`config.mk`:
```
export PLATFORM = sky130hd
export DESIGN_NAME = hdc_csr_host_sequencer
export DESIGN_NICKNAME = d
export VERILOG_FILES = /design/src/rtl/hdc_csr_host_sequencer_pkg.sv /design/src/rtl/hdc_csr_host_sequencer_txn.sv /design/src/rtl/hdc_csr_host_sequencer.sv
export SDC_FILE = /design/constraint.sdc
export NUM_CORES = 1
export LEC_CHECK = 0
export CAP_MARGIN = 40
export CORE_ASPECT_RATIO = 0.6
export CORE_MARGIN = 2
export CORE_UTILIZATION = 41
export CTS_BUF_LIST = sky130_fd_sc_hd__clkbuf_16
export CTS_CLUSTER_DIAMETER = 30
export DETAILED_ROUTE_END_ITERATION = 16
export PLACE_DENSITY = 0.81
export SETUP_SLACK_MARGIN = 0.05
export SYNTH_ARGS = -nofsm -noshare
export SYNTH_HDL_FRONTEND = slang
export SYNTH_SLANG_ARGS = --single-unit
```
`constraint.sdc`:
```
create_clock -name clk_i -period 2 [get_ports clk_i]
set_input_delay 0.4 -clock clk_i [delete_from_list [all_inputs] [get_ports clk_i]]
set_output_delay 0.4 -clock clk_i [all_outputs]
set_load 0.03 [all_outputs]
```
`src/rtl/hdc_csr_host_sequencer_pkg.sv`:
```
// Shared types and default constants for the HDC CSR host sequencer.
// Contents:
//   state_e          : sequencer FSM states
//   ADDR_*_DEF       : default CSR register addresses of the accelerator slave
//   ST_* / IN_*      : bit positions inside the STATUS and INPUT registers
package hdc_host_pkg;

  typedef enum logic [2:0] {
    IDLE     = 3'd0,
    WR_START = 3'd1,
    POLL_IN  = 3'd2,
    WR_INPUT = 3'd3,
    POLL_OUT = 3'd4,
    RD_OUT   = 3'd5,
    RESULT   = 3'd6
  } state_e;

  localparam logic [31:0] ADDR_START_DEF  = 32'h0;
  localparam logic [31:0] ADDR_STATUS_DEF = 32'h4;
  localparam logic [31:0] ADDR_INPUT_DEF  = 32'h8;
  localparam logic [31:0] ADDR_OUTPUT_DEF = 32'hC;

  localparam int ST_IN_RDY_DEF   = 0;
  localparam int ST_OUT_VLD_DEF  = 1;
  localparam int IN_VLD_BIT_DEF  = 8;
  localparam int IN_DONE_BIT_DEF = 9;

endpackage

```
`src/rtl/hdc_csr_host_sequencer_txn.sv`:
```
// csr_txn_engine: runs exactly one CSR request/response transaction at a time.
// Handshake: a request beat transfers on the rising edge where
// csr_req_valid_o && csr_req_ready_i; the response beat transfers on the edge
// where csr_rsp_valid_i && csr_rsp_ready_o. Request fields are registered and
// held stable while csr_req_valid_o is high; rsp_ready is only raised after the
// request has been accepted, so any response arriving outside that window
// (including one left over from before a reset) is ignored.
// Ports:
//   start_i/addr_i/wdata_i/wen_i : launch a transaction (sampled only when idle)
//   busy_o                       : transaction outstanding
//   done_o/rdata_o               : response handshake this cycle, read data
//   csr_*                        : CSR master port
module csr_txn_engine #(
  parameter int AW = 32,
  parameter int DW = 32
) (
  input  logic          clk_i,
  input  logic          rst_ni,
  input  logic          start_i,
  input  logic [AW-1:0] addr_i,
  input  logic [DW-1:0] wdata_i,
  input  logic          wen_i,
  output logic          busy_o,
  output logic          done_o,
  output logic [DW-1:0] rdata_o,
  output logic [AW-1:0] csr_addr_o,
  output logic [DW-1:0] csr_wr_data_o,
  output logic          csr_wr_en_o,
  output logic          csr_req_valid_o,
  input  logic          csr_req_ready_i,
  input  logic [DW-1:0] csr_rd_data_i,
  input  logic          csr_rsp_valid_i,
  output logic          csr_rsp_ready_o
);

  logic          req_q;
  logic          wait_q;
  logic          wen_q;
  logic [AW-1:0] addr_q;
  logic [DW-1:0] data_q;

  always_ff @(posedge clk_i or negedge rst_ni) begin
    if (!rst_ni) begin
      req_q  <= 1'b0;
      wait_q <= 1'b0;
      wen_q  <= 1'b0;
      addr_q <= '0;
      data_q <= '0;
    end else if (req_q) begin
      if (csr_req_ready_i) begin
        req_q  <= 1'b0;
        wait_q <= 1'b1;
      end
    end else if (wait_q) begin
      if (csr_rsp_valid_i) wait_q <= 1'b0;
    end else if (start_i) begin
      req_q  <= 1'b1;
      wen_q  <= wen_i;
      addr_q <= addr_i;
      data_q <= wdata_i;
    end
  end

  assign busy_o          = req_q | wait_q;
  assign done_o          = wait_q & csr_rsp_valid_i;
  assign rdata_o         = csr_rd_data_i;
  assign csr_addr_o      = addr_q;
  assign csr_wr_data_o   = data_q;
  assign csr_wr_en_o     = wen_q;
  assign csr_req_valid_o = req_q;
  assign csr_rsp_ready_o = wait_q;

endmodule

```
`src/rtl/hdc_csr_host_sequencer.sv`:
```
// hdc_csr_host_sequencer: host-side CSR initiator that runs one classification
// job on the accelerator: write START, stream samples into INPUT whenever
// STATUS reports in_ready, poll STATUS for output_valid, read OUTPUT, and hand
// the class to the result sink.
// Ports:
//   job_start_i/busy_o                     : job launch / job in progress
//   smp_valid_i/smp_ready_o/smp_value_i/smp_last_i : sample source (ready pulses
//                                            for one cycle when the INPUT write
//                                            carrying that sample is issued)
//   res_valid_o/res_ready_i/res_class_o/res_err_o  : result sink
//   sample_cnt_o                           : INPUT writes completed this job
//   csr_*                                  : CSR master port to the accelerator
//   dbg_state_o                            : current FSM state
module hdc_csr_host_sequencer
  import hdc_host_pkg::*;
#(
  parameter int                        CSR_WIDTH      = 32,
  parameter int                        CSR_ADDR_WIDTH = 32,
  parameter logic [CSR_ADDR_WIDTH-1:0] ADDR_START     = CSR_ADDR_WIDTH'(ADDR_START_DEF),
  parameter logic [CSR_ADDR_WIDTH-1:0] ADDR_STATUS    = CSR_ADDR_WIDTH'(ADDR_STATUS_DEF),
  parameter logic [CSR_ADDR_WIDTH-1:0] ADDR_INPUT     = CSR_ADDR_WIDTH'(ADDR_INPUT_DEF),
  parameter logic [CSR_ADDR_WIDTH-1:0] ADDR_OUTPUT    = CSR_ADDR_WIDTH'(ADDR_OUTPUT_DEF),
  parameter int                        ST_IN_RDY      = ST_IN_RDY_DEF,
  parameter int                        ST_OUT_VLD     = ST_OUT_VLD_DEF,
  parameter int                        IN_VLD_BIT     = IN_VLD_BIT_DEF,
  parameter int                        IN_DONE_BIT    = IN_DONE_BIT_DEF,
  parameter int                        POLL_LIMIT     = 1024
) (
  input  logic                      clk_i,
  input  logic                      rst_ni,
  input  logic                      job_start_i,
  output logic                      busy_o,
  input  logic                      smp_valid_i,
  output logic                      smp_ready_o,
  input  logic [5:0]                smp_value_i,
  input  logic                      smp_last_i,
  output logic                      res_valid_o,
  input  logic                      res_ready_i,
  output logic [4:0]                res_class_o,
  output logic                      res_err_o,
  output logic [15:0]               sample_cnt_o,
  output logic [CSR_ADDR_WIDTH-1:0] csr_addr_o,
  output logic [CSR_WIDTH-1:0]      csr_wr_data_o,
  output logic                      csr_wr_en_o,
  output logic                      csr_req_valid_o,
  input  logic                      csr_req_ready_i,
  input  logic [CSR_WIDTH-1:0]      csr_rd_data_i,
  input  logic                      csr_rsp_valid_i,
  output logic                      csr_rsp_ready_o,
  output state_e                    dbg_state_o
);

  localparam int PCW = $clog2(POLL_LIMIT + 1);

  state_e                    state_q, state_d;
  logic [PCW-1:0]            poll_cnt_q, poll_cnt_d;
  logic                      last_q;
  logic [4:0]                res_class_q, res_class_d;
  logic                      res_err_q, res_err_d;
  logic [15:0]               sample_cnt_q;

  logic                      eng_start, eng_wen, eng_busy, eng_done;
  logic [CSR_ADDR_WIDTH-1:0] eng_addr;
  logic [CSR_WIDTH-1:0]      eng_wdata, eng_rdata, in_word;
  logic                      job_accept, cnt_inc, res_load, last_load, poll_last;
  logic                      unused_rdata;

  csr_txn_engine #(.AW(CSR_ADDR_WIDTH), .DW(CSR_WIDTH)) u_txn (
    .clk_i           (clk_i),
    .rst_ni          (rst_ni),
    .start_i         (eng_start),
    .addr_i          (eng_addr),
    .wdata_i         (eng_wdata),
    .wen_i           (eng_wen),
    .busy_o          (eng_busy),
    .done_o          (eng_done),
    .rdata_o         (eng_rdata),
    .csr_addr_o      (csr_addr_o),
    .csr_wr_data_o   (csr_wr_data_o),
    .csr_wr_en_o     (csr_wr_en_o),
    .csr_req_valid_o (csr_req_valid_o),
    .csr_req_ready_i (csr_req_ready_i),
    .csr_rd_data_i   (csr_rd_data_i),
    .csr_rsp_valid_i (csr_rsp_valid_i),
    .csr_rsp_ready_o (csr_rsp_ready_o)
  );

  // Only a handful of read-data bits are meaningful to the sequencer.
  assign unused_rdata = ^eng_rdata;

  // INPUT register word for the sample currently offered by the source.
  always_comb begin
    in_word              = '0;
    in_word[5:0]         = smp_value_i;
    in_word[IN_VLD_BIT]  = 1'b1;
    in_word[IN_DONE_BIT] = smp_last_i;
  end

  // The counter holds the number of consecutive failed polls so far; the poll
  // that would make it reach POLL_LIMIT ends the job with an error instead.
  assign poll_last = (poll_cnt_q == PCW'(POLL_LIMIT - 1));

  always_comb begin
    state_d     = state_q;
    poll_cnt_d  = poll_cnt_q;
    eng_start   = 1'b0;
    eng_addr    = ADDR_STATUS;
    eng_wdata   = '0;
    eng_wen     = 1'b0;
    smp_ready_o = 1'b0;
    job_accept  = 1'b0;
    cnt_inc     = 1'b0;
    res_load    = 1'b0;
    res_class_d = '0;
    res_err_d   = 1'b0;
    last_load   = 1'b0;
    unique case (state_q)
      IDLE: begin
        if (job_start_i) begin
          job_accept = 1'b1;
          poll_cnt_d = '0;
          state_d    = WR_START;
        end
      end
      WR_START: begin
        eng_addr  = ADDR_START;
        eng_wdata = CSR_WIDTH'(1);
        eng_wen   = 1'b1;
        eng_start = !eng_busy;
        if (eng_done) state_d = POLL_IN;
      end
      POLL_IN: begin
        eng_start = !eng_busy;
        if (eng_done) begin
          if (eng_rdata[ST_IN_RDY]) begin
            // Accelerator is ready; an empty source just means poll again.
            poll_cnt_d = '0;
            if (smp_valid_i) state_d = WR_INPUT;
          end else if (poll_last) begin
            poll_cnt_d = '0;
            res_load   = 1'b1;
            res_err_d  = 1'b1;
            state_d    = RESULT;
          end else begin
            poll_cnt_d = poll_cnt_q + PCW'(1);
          end
        end
      end
      WR_INPUT: begin
        eng_addr    = ADDR_INPUT;
        eng_wdata   = in_word;
        eng_wen     = 1'b1;
        eng_start   = !eng_busy && smp_valid_i;
        smp_ready_o = eng_start;
        last_load   = eng_start;
        if (eng_done) begin
          cnt_inc = 1'b1;
          state_d = last_q ? POLL_OUT : POLL_IN;
        end
      end
      POLL_OUT: begin
        eng_start = !eng_busy;
        if (eng_done) begin
          if (eng_rdata[ST_OUT_VLD]) begin
            poll_cnt_d = '0;
            state_d    = RD_OUT;
          end else if (poll_last) begin
            poll_cnt_d = '0;
            res_load   = 1'b1;
            res_err_d  = 1'b1;
            state_d    = RESULT;
          end else begin
            poll_cnt_d = poll_cnt_q + PCW'(1);
          end
        end
      end
      RD_OUT: begin
        eng_addr  = ADDR_OUTPUT;
        eng_start = !eng_busy;
        if (eng_done) begin
          res_load    = 1'b1;
          res_class_d = eng_rdata[4:0];
          state_d     = RESULT;
        end
      end
      RESULT: begin
        if (res_ready_i) state_d = IDLE;
      end
      default: state_d = IDLE;
    endcase
  end

  always_ff @(posedge clk_i or negedge rst_ni) begin
    if (!rst_ni) begin
      state_q      <= IDLE;
      poll_cnt_q   <= '0;
      last_q       <= 1'b0;
      res_class_q  <= '0;
      res_err_q    <= 1'b0;
      sample_cnt_q <= '0;
    end else begin
      state_q    <= state_d;
      poll_cnt_q <= poll_cnt_d;
      if (last_load) last_q <= smp_last_i;
      if (job_accept) begin
        sample_cnt_q <= '0;
        res_class_q  <= '0;
        res_err_q    <= 1'b0;
      end else begin
        if (cnt_inc && sample_cnt_q != 16'hFFFF) sample_cnt_q <= sample_cnt_q + 16'd1;
        if (res_load) begin
          res_class_q <= res_class_d;
          res_err_q   <= res_err_d;
        end
      end
    end
  end

  assign busy_o       = (state_q != IDLE);
  assign res_valid_o  = (state_q == RESULT);
  assign res_class_o  = res_class_q;
  assign res_err_o    = res_err_q;
  assign sample_cnt_o = sample_cnt_q;
  assign dbg_state_o  = state_q;

endmodule

```
* After elaboration in Yosys (flattened, before gate mapping)
Cells that the tools add are included.
** Word-level totals
- Logic and storage cells :: 99
- Input port bits :: 46
- Output and inout port bits :: 95
- Register bits after elaboration :: 104
** Operators by class
- Reduce and logical (&&, ||, !) cells :: 13
- Add/sub/neg operators :: 2
- Equal/unequal tests :: 17
- Multiplexer cells :: 52
- Bitwise operators :: 4
** Operators with widths (count)
- 11-bit 2-to-1 mux :: 6
- 3-bit 2-to-1 mux :: 12
- 11-bit one-hot mux with 3 select lines :: 1
- 16-bit 2-to-1 mux :: 2
- 1-bit 2-to-1 mux :: 21
- 3-bit one-hot mux with 7 select lines :: 1
- 5-bit 2-to-1 mux :: 4
- 10-bit one-hot mux with 2 select lines :: 1
- 16-bit by 1-bit adder with 16-bit output (second input constant) :: 1
- 16-bit inequality test (second input constant) :: 1
- 2-bit inequality test (second input constant) :: 7
- 4-bit one-hot mux with 3 select lines :: 1
- 11-bit by 1-bit adder with 11-bit output (second input constant) :: 1
- 11-bit by 10-bit equality test with 1-bit output (second input constant) :: 1
- 3-bit equality test (second input constant) :: 3
- 8-bit AND reduction :: 1
- 3-bit by 2-bit equality test with 1-bit output (second input constant) :: 2
- 3-bit nonzero test :: 2
- 1-bit one-hot mux with 2 select lines :: 2
- 4-bit AND reduction :: 1
- 2-bit nonzero test :: 2
- 4-bit OR reduction :: 1
- 3-bit by 1-bit equality test with 1-bit output (second input constant) :: 1
- 3-bit logical NOT :: 1
- 10 further kinds :: 12

* Logic depth before layout (Yosys ltp)
- Depth in word-level cells :: 7
- Mapped depth :: 7
- Depth with buffers taken out :: 6

* Modules after synthesis
A second synthesis with hierarchy kept.
** Unflattened totals
- Cells, all modules :: 424
- Area total of the unflattened synthesis :: 5019.8 µm²
** By module, submodules not included
- csr_txn_engine :: area each 2761.4 µm², sequential area each 1676.6 µm², times used 1, cells each 179
- hdc_csr_host_sequencer :: area each 2258.4 µm², sequential area each 925.9 µm², times used 1, cells each 245

* Least setup slack after synthesis
No wires, ideal clock.
- Kind :: flip-flop to flip-flop
- Start :: reg state_q[0], in the netlist dbg_state_o[0]
- End :: reg last_q
- Stages on the path, launching flop included :: 4
- Arrival time :: 2098 ps
- Required time :: 1875 ps
- Clock period less this slack :: 2223 ps
- Setup time :: 125 ps
- Buffers on the path :: 0
- Slack :: -223 ps
- Cell sequence :: dfrtp_1 > nand3b_4 > nor4_2 > mux2_2
** On the way
- Cells in the longest elaborated chain, start to end :: 2
** RTL lines
- start, declared :: line hdc_csr_host_sequencer.sv:55 : state_e state_q, state_d;
- start signal, assigned :: line hdc_csr_host_sequencer.sv:202 : state_q <= state_d;
- 3-bit by 2-bit equality test with 1-bit output
- 1-bit 2-to-1 mux
- named net smp_ready_o :: line hdc_csr_host_sequencer.sv:34 : output logic smp_ready_o,
- end signal, assigned :: line hdc_csr_host_sequencer.sv:204 : if (last_load) last_q <= smp_last_i;
- end, declared :: line hdc_csr_host_sequencer.sv:57 : logic last_q;
The timed path passes the listed nets, and every way through them passes these cells.
A chain may end at the register's enable or synchronous reset.

* Worst setup path in the final report
- Start :: reg state_q[2], in the netlist dbg_state_o[2]
- End :: out smp_ready_o
** On the way
- Cells in the longest elaborated chain, start to end :: 2
** RTL lines
- 3-bit by 2-bit equality test with 1-bit output :: line hdc_csr_host_sequencer.sv:117 : unique case (state_q)
- 1-bit 2-to-1 mux :: line hdc_csr_host_sequencer.sv:117
- end, declared :: line hdc_csr_host_sequencer.sv:34
Every way passes these cells.

==> results.cfg <==
[run_status]
status = finished with violations
violations = design-rule violations

[logic_synthesis]
synth_top_family_by_area = simple AND/OR/NAND/NOR gates
synth_fa_ha_area_share_pct = 0.8543
synth_top_cells_by_count = buf_4, dfrtp_1, nand2_1
synth_area_um2 = 2929
muxShareOfSynthArea_pct = 1.794
synth_most_common_cell = buf_4
synth_top_area_share_pct = 42.72
synthTopCellsByArea = dfrtp_1, buf_4, o21ai_0, nand2_1, nor2_1
synthXorXnorAreaFrac_pct = 2.691
synth_compound_area_share_pct = 14.48
synth_simple_gate_area_share_pct = 20.85
yosysTopAreaCell = dfrtp_1
synth_edf_count = 0
postSynthCellCount = 313
synth_cell_types = 51
ys.flop_type = dfrtp_1
synth_seq_cells = 50
yosysWarningCount = 0
seq_area_frac_synth_pct = 42.72
synthArstFlopShare_pct = 100.0
syn-mean-instance-area_um2 = 9.358

[setup_path]
arrival_ns = 1.57
r2r-start = dbg_state_o[2]
worstPathRequired_ns = 1.60
crit_fanout = 3
cp-end-kind = output pin
crit_start = dbg_state_o[2]
worstSetupStartpointType = flip-flop
worst-setup-path-type = flip-flop to output pin

[sta]
fin_skew_ns = 0.01148
max_freq_mhz = 507.8
tightest_slew_ns = 0.5120
relSlewSlack_pct = 65.74
drv_slew = 0
rsz0062_at_grt = yes
layout_setup_ws_ns = 0.03066
setup_viol = 0
fin_crit_ns = 1.969
hold_violations = 0
post-route-period-util_pct = 98.47

[finish]
final_cells = 498
filler_cell_count = 604
nets = 458
drive_gt1_share_pct = 18.00
diodes = 0
area_growth_pct = 34.73

[power]
ir_drop_uv = 435.8
power_frac_clock_pct = 20.6
power_mw = 4.790
p_per_area_nw_per_um2 = 1214
power_leakage_nw = 1.832
pwr-share-comb_pct = 50.3
sw_frac_of_total_pct = 40.61
p_switching_mw = 1.945
seq_power_share_pct = 29.1
power.internal_mw = 2.845

[clocking]
hold_buffers = 0
clkLatencyLatePin_ns = 0.30
cts-buffers-inserted = 5
cts_tree = yes
clk_pin_slew_ns = 0.07
clockRootBuffer = clkbuf_16
ctsLongestPathBuffers = 2
clkSinkCount = 50
htree_levels = 2

[routing]
wl_met2_mm = 3.634
drt_iter0_drc = 131
drc = 8
viasPerCell = 5.114
ant_nets = 0
wl_per_cell_um = 15.00
first_pass_iters = 10
num_vias = 2547
dr_wl_met3_um = 485
routed.top_layer = met4
routed_wl_mm = 7.471
wirelength_met1_mm = 3.265

[placed_design]
portBuffers = 59
placed_cells = 482
dp_hpwl_mm = 5.501
gp_congestion = 0.9005
dp_slack_ns = -0.2743

[die]
core_area_um2 = 6792
initial_core_util_pct = 43.13
std_cell_rows = 23
dieArea_um2 = 7858
top_level_ports = 141
die_x_um = 113.1
die_height_um = 69.47

[global_route]
grt_pass1_vias = 2417
grt_pass1_wl_mm = 11.75
grt_overflow = 0
grt_usage_pct = 18.59
grt_antenna_before_repair = 0
grt_max_degree = 51

[flow_run]
drv_cap = 0

[worst_hold_path]
hp-class = primary input to asynchronous set/reset pin
## power by group through the flow
stage	sequential (mW)	clock [mW]	combinational, mW
final	1.39	0.987	2.41
after global routing	1.41	1.04	2.58
after CTS	1.39	0.999	2.21
after detailed placement	1.40	0	2.23
after global placement	1.39	0	2.17
after floorplan	1.72	0	1.02
## layout make-up
class                      instances  area (µm²)  share of cell area (%)
inverter                           8       33.78                  0.8561
tap                               87       108.9                   2.758
clock inverter                     3       42.54                   1.078
multi-input combinational        243        1445                   36.62
sequential                        50        1256                   31.83
timing repair buffer             102       934.6                   23.68
clock buffer                       5       125.1                   3.171
## worst paths after layout
path	slack, ns	end	cells after the start
worst min-delay path	0.08	u_txn.csr_wr_data_o[4]	2
max in group asynchronous	1.66	dbg_state_o[0]	2
min in group clk_i	0.49	u_txn.csr_wr_data_o[8]	1
worst max register to register	0.13	dbg_state_o[0]	7
worst max-delay path	0.03	smp_ready_o	4
worst min register to register	0.49	u_txn.csr_wr_data_o[8]	1
## layer usage
metal  track usage, %  vias to the layer above
li1                 -                     1205
met1            25.31                     1238
met2            29.94                       94
met3            4.196                       10
met4            5.149                        0
met5                0                        -
## through the flow
stage / utilization (%) / setup TNS [ns] / cell area (µm²) / hold slack, ns
after global routing: 58.11 / -0.004251 / 3946 / 0.1017
after CTS: 56.36 / 0 / 3827 / 0.1005
after floorplan: - / 0 / 3139 / 0.1044
final: 58.11 / 0 / 3946 / 0.07794
after detailed placement: 53.76 / -3.531 / 3651 / 0.4193
after global placement: 53.76 / -2.757 / 3651 / 0.4090
## sequential cells by signal, indices dropped and copies added, names as in the netlist, 2 cells and up
register             flops
sample_cnt_o            16
poll_cnt_q              11
u_txn.csr_wr_data_o      8
res_class_o              5
dbg_state_o              3
u_txn.csr_addr_o         2
## worst max-delay path, cell delays in order (launching register included)
cell      delay, ns
dfrtp_1        0.40
buf_6          0.13
nand3b_4       0.16
nor4_4         0.36
buf_4          0.22
## logic make-up (layout without fill, tap and decap cells)
family | after synthesis | in the layout
xor gates and xnor gates | 9 | 9
and+or+nand+nor | 111 | 111
DFF | 50 | 50
adders and majority gates | 2 | 2
muxes | 5 | 5
buffers and inverters | 73 | 118
AOI/OAI and AO/OA | 62 | 62
other | 1 | 54
## cells in the final DEF (no fill, tap or decap), types with 7 or more instances in the layout
cell and instances:
buf_4 41, o21ai_0 15, nand2_1 24, nor3_1 8
a21oi_1 7, xnor2_1 7, nor2_1 24, conb_1 54
clkdlybuf4s50_1 52, inv_1 7, nand3_1 14, a22o_1 7
dfrtp_1 46
## repair_timing
action	in CTS	in global routing
resized for setup	6	17
buffers inserted	1	7
pin swaps	0	5
setup endpoints to repair	11	19
No activity file was read; power rests on OpenSTA's default activity.
